<file path="config.mk">
export PLATFORM = sky130hd
export DESIGN_NAME = ascon_cipher_collector
export DESIGN_NICKNAME = d
export VERILOG_FILES = /design/src/rtl/ascon_cipher_collector.sv
export SDC_FILE = /design/constraint.sdc
export NUM_CORES = 2
export LEC_CHECK = 0
export CAP_MARGIN = 20
export CORE_AREA = 2 2 701 703
export CTS_BUF_LIST = sky130_fd_sc_hd__clkbuf_4
export DETAILED_ROUTE_END_ITERATION = 8
export DIE_AREA = 0 0 703 705
export GPL_ROUTABILITY_DRIVEN = 0
export GPL_TIMING_DRIVEN = 0
export SYNTH_ARGS = -nofsm -noshare
export SYNTH_HDL_FRONTEND = slang
export SYNTH_SLANG_ARGS = --single-unit
</file>
<file path="constraint.sdc">
create_clock -name clock_i -period 2 [get_ports clock_i]
set_input_delay 0.4 -clock clock_i [delete_from_list [all_inputs] [get_ports clock_i]]
set_output_delay 0.4 -clock clock_i [all_outputs]
set_load 0.02 [all_outputs]
</file>
<file path="src/rtl/ascon_cipher_collector.sv">
// ascon_cipher_collector: gathers the 64-bit ciphertext words and the 128-bit
// tag of one ASCON encryption into a wide ciphertext register and a tag
// register. It flags protocol errors and holds the result until the next start.
module ascon_cipher_collector #(
  parameter int NB_BLOCKS = 23,
  parameter int LAST_BITS = 40,
  parameter int OUT_W     = 1448
) (
  input  logic               clock_i,
  input  logic               resetb_i,
  input  logic               start_i,
  input  logic [63:0]        cipher_i,
  input  logic               cipher_valid_i,
  input  logic [127:0]       tag_i,
  input  logic               end_tag_i,
  output logic [OUT_W-1:0]   cipher_o,
  output logic [127:0]       tag_o,
  output logic [4:0]         block_count_o,
  output logic               busy_o,
  output logic               done_o,
  output logic               error_o
);

  typedef enum logic [1:0] {
    S_IDLE     = 2'd0,
    S_COLLECT  = 2'd1,
    S_WAIT_TAG = 2'd2,
    S_DONE     = 2'd3
  } state_e;

  localparam logic [4:0] LAST_IDX = 5'(NB_BLOCKS - 1);

  state_e             state_q, state_d;
  logic               valid_q;
  logic [OUT_W-1:0]   cipher_q, cipher_d;
  logic [127:0]       tag_q, tag_d;
  logic [4:0]         count_q, count_d;
  logic               error_q, error_d;
  logic               busy_q, done_q;

  logic               capture_s;
  logic               last_word_s;
  logic [OUT_W-1:0]   stored_s;

  // A word is taken only on the rising edge of the valid level.
  assign capture_s = cipher_valid_i & ~valid_q;

  // Ciphertext image with the incoming word written at the current count slot;
  // the final word keeps only its MSB-aligned valid bits.
  always_comb begin
    stored_s = cipher_q;
    for (int k = 0; k < NB_BLOCKS - 1; k++) begin
      stored_s[OUT_W-1-64*k -: 64] = (count_q == 5'(k)) ? cipher_i
                                                         : cipher_q[OUT_W-1-64*k -: 64];
    end
    stored_s[LAST_BITS-1:0] = (count_q == LAST_IDX) ? cipher_i[63 -: LAST_BITS]
                                                     : cipher_q[LAST_BITS-1:0];
  end

  // Next-state and datapath decisions; start has priority in every state.
  always_comb begin
    state_d     = state_q;
    cipher_d    = cipher_q;
    tag_d       = tag_q;
    count_d     = count_q;
    error_d     = error_q;
    last_word_s = capture_s && (count_q == LAST_IDX);
    if (start_i) begin
      cipher_d = {OUT_W{1'b0}};
      tag_d    = 128'h0;
      count_d  = 5'd0;
      error_d  = 1'b0;
      state_d  = S_COLLECT;
    end else begin
      case (state_q)
        S_IDLE: begin
          state_d = S_IDLE;
        end
        S_COLLECT: begin
          if (capture_s) begin
            cipher_d = stored_s;
            count_d  = count_q + 5'd1;
          end else begin
            count_d  = count_q;
          end
          if (end_tag_i) begin
            // A tag before the last word has been seen is a short message.
            tag_d   = tag_i;
            error_d = error_q | ~last_word_s;
            state_d = S_DONE;
          end else if (last_word_s) begin
            state_d = S_WAIT_TAG;
          end else begin
            state_d = S_COLLECT;
          end
        end
        S_WAIT_TAG: begin
          // Extra words are dropped; the count is already saturated.
          if (capture_s) begin
            error_d = 1'b1;
          end else begin
            error_d = error_q;
          end
          if (end_tag_i) begin
            tag_d   = tag_i;
            state_d = S_DONE;
          end else begin
            state_d = S_WAIT_TAG;
          end
        end
        S_DONE: begin
          state_d = S_DONE;
        end
        default: begin
          state_d = S_IDLE;
        end
      endcase
    end
  end

  // State, datapath and registered status flags.
  always_ff @(posedge clock_i or negedge resetb_i) begin
    if (!resetb_i) begin
      state_q  <= S_IDLE;
      valid_q  <= 1'b0;
      cipher_q <= {OUT_W{1'b0}};
      tag_q    <= 128'h0;
      count_q  <= 5'd0;
      error_q  <= 1'b0;
      busy_q   <= 1'b0;
      done_q   <= 1'b0;
    end else begin
      state_q  <= state_d;
      valid_q  <= cipher_valid_i;
      cipher_q <= cipher_d;
      tag_q    <= tag_d;
      count_q  <= count_d;
      error_q  <= error_d;
      busy_q   <= (state_d == S_COLLECT) || (state_d == S_WAIT_TAG);
      done_q   <= (state_d == S_DONE);
    end
  end

  assign cipher_o      = cipher_q;
  assign tag_o         = tag_q;
  assign block_count_o = count_q;
  assign busy_o        = busy_q;
  assign done_o        = done_q;
  assign error_o       = error_q;

endmodule
</file>
==> flow_summary.toml <==
[power]
p_sw_share_pct = 32.02
intPower_mw = 52.91
p_sw_mw = 24.92
irDropWorstVdd_mv = 0.5418
total_power_mw = 77.83
seq_power_share_pct = 43.1
powerDensity_nw_per_um2 = 738.0
clkPwrFrac_pct = 41.0
p_leak_nw = 57.68
combPwrFrac_pct = 15.8

[layout]
final_cell_mix = "1555 x dfrtp_1, 1284 x nand2_1, 1217 x mux2i_1"
drive_above_1_share_pct = 24.37
final_net_count = 8616
regArea_sq_um = 39750
syn2layout_area_growth_pct = 62.96
multi_input_area_sq_um = 22050
fin_area_sq_um = 105500
final_common_cell = "dfrtp_1"
fillCellCount = 53200

[timing]
fin_crit_sh_pct = 133.2
fmax_ghz = 0.3754
setup_viol = 3020
slew_viol_final = 0
grt_setup_unrepaired = "yes"
setup_ws_ns = -0.6638
post-route-min-period_ns = 2.664
max_slew.worst_pin.slew_ns = 1.245
worst_clock_skew_ns = 0.1597
relSlewSlack_pct = 17.00
totalNegativeSetupSlack_ns = -1336.50
holdWs_ns = -1.124
hold_viol = 456

[setup_path]
path_max_fanout = 10
cp.arrival_ns = 3.96
cp.required_ns = 3.29
cp-end-kind = "flop"
r2r_cells = 7
crit_slowest_cell = "buf_4"
crit_chain = "ha_4 > and3b_2 > buf_6 > o2111ai_1 > buf_4 > buf_6 > mux2i_1"
cpMostUsedCell = "buf_6"
slowest_delay_ns = 0.51
path_class = "flop to flop"
worstSetupStartpointType = "flop"

[route]
drtPass1Iterations = 5
final_antenna_net_count = 0
via_count = 58150
wl_per_cell_um = 30.77
avgViaCountPerCell = 3.802
drc = 0
drtIter0Drc = 4124
wirelength_mm = 470.6

[floorplanning]
row_count = 257
fp.dieH_um = 705
die_area_sq_um = 495600
io_pins = 1781
initial_utilization_pct = 13.26
core_area_sq_um = 488100
fp.dieW_um = 703

[synth]
synth_area_leader_cell = "dfrtp_1"
synth_edf_count = 0
synth-warning-count = 0
synth-main-ff-cell = "dfrtp_1"
synth_area_leaders = "dfrtp_1 61%, mux2i_1 19%, nand2_1 7.4%, clkbuf_1 1.9%, o21ai_0 1.7%"
synth_top_area_share_pct = 61.37
synth.distinct_cells = 45
syn_nets = 5625
syn_area_per_cell_sq_um = 11.94
synth.yosys.seq_area_share_pct = 61.37
async_reset_ff_share_pct = 100.0
synth-seq-cells = 1587
synthesis.area_sq_um = 64710
netlist_instances = 5418

[clocking]
worstSkewPairLatency_ns = 1.56
cts.reportedPaths.clkPinSlew_ns = 0.07
htree_levels = 5
root_buffer = "clkbuf_4"
clockBufferDepth = 4
cts_sinks = 1587
cts_buffers = 446
cts_tree = "yes"

[global_routing]
grt_pass1_wl_mm = 593.2
antenna_found_initial = 110
grt_max_degree = 166
grt-ovfl-total = 0
grt_pass1_vias = 58390
grt.total_usage_pct = 18.12

[job]
drv_cap = 0

[status]
violations = "negative hold slack, negative setup slack"
status = "finished with violations"

[placed_design]
placed_area_sq_um = 92920
post-dp-hpwl_mm = 368.1
dp_slack_ns = -2.419
numPortBuffers = 1779

[hold_path]
hp-class = "input pin to async pin"
==> metal layers <==
layer / wire [um] / vias up / share of wire [%] / track usage [%]
li1: - / 24820 / - / -
met1: 185800 / 29700 / 39 / 21.57
met2: 228900 / 2823 / 49 / 31.22
met3: 32650 / 763 / 6.9 / 4.292
met4: 22990 / 40 / 4.9 / 7.298
met5: 267 / - / 0.057 / 0
==> state kept, by name (all words and copies together), names as in the netlist <==
register       flops
block_count_o      5
busy_o             1
cipher_o        1448
done_o             1
error_o            1
state_q            2
tag_o            128
valid_q            1
==> timing repair <==
| item | 4_1_cts | 5_1_grt |
|---|---|---|
| gates resized for setup | 2337 | 3047 |
| hold endpoints to repair | 1364 | 493 |
| hold buffers | 359 | 3 |
| setup endpoints to repair | 3320 | 3461 |
| pin swaps | 4 | 4 |
| setup buffers | 39 | 237 |
| cloned | 8 | 5 |
==> per-stage QoR <==
step           util [%]  std cells
6_report          21.60      15290
5_1_grt           21.59      15260
4_1_cts           20.82      14990
3_5_place_dp      19.04      13790
3_3_place_gp      18.57      13670
2_1_floorplan         -       5418
==> Yosys cell counts (2+ instances only) <==
cell	instances
and2b_1	2
a21oi_1	111
and3_1	2
buf_2	60
inv_1	6
nor2_1	2
nand3_1	106
inv_2	2
buf_1	21
o21ai_0	226
o211ai_1	134
clkbuf_1	333
buf_8	24
dfrtp_1	1587
mux2i_1	1217
o211a_1	3
buf_4	53
nor2b_1	3
nand2_1	1284
a22o_1	128
o2111ai_1	13
ha_1	10
buf_6	61
o21ai_1	9
==> power groups by stage <==
| stage | registers (mW) | logic, mW | clock network (mW) |
|---|---|---|---|
| 6_report | 33.6 | 12.3 | 31.9 |
| 5_1_grt | 33.6 | 12.9 | 34.5 |
| 4_1_cts | 33.4 | 11.5 | 32.9 |
| 3_5_place_dp | 34.0 | 11.0 | 0 |
| 3_3_place_gp | 34.2 | 9.93 | 0 |
| 2_1_floorplan | 34.7 | 2.64 | 0 |
==> worst max-delay path: cells and delay by family (launching register included) <==
family	cells	cell delay [ns]
adder cells (fa/ha/maj)	1	0.18
AND/OR/NAND/NOR	1	0.28
AO/OA/AOI/OAI	1	0.18
flip-flops	1	0.43
buffers and inverters	3	1.09
multiplexers	1	0.26
==> cells by family after synthesis <==
group / synth area share (%)
compound gates: 6.290
fa+ha+maj: 0.1933
simple gates: 8.519
buf+inv: 4.805
flops: 61.37
mux: 18.82
==> layout make-up <==
class	count	share of cell area, %
clock inverter	133	0.7605
sequential	1587	37.70
inverter	8	0.05102
antenna	59	0.1400
buffer	551	3.637
clock buffer	664	4.727
multi-input combinational	3270	20.91
tap	6475	7.682
timing repair buffer	2545	24.40
==> path summary, 6_finish.rpt <==
kind | startpoint | to | slack [ns]
worst max-delay path | state_q[0] | cipher_o[848] | -0.66
worst min register to register | tag_o[98] | tag_o[98] | 0.52
worst min-delay path | resetb_i | cipher_o[893] | -1.12
worst max register to register | state_q[0] | cipher_o[848] | -0.66
max in group asynchronous | resetb_i | cipher_o[311] | 0.31
min in group clock_i | tag_i[74] | tag_o[74] | 0.23
Power figures use the tool's default switching activity.
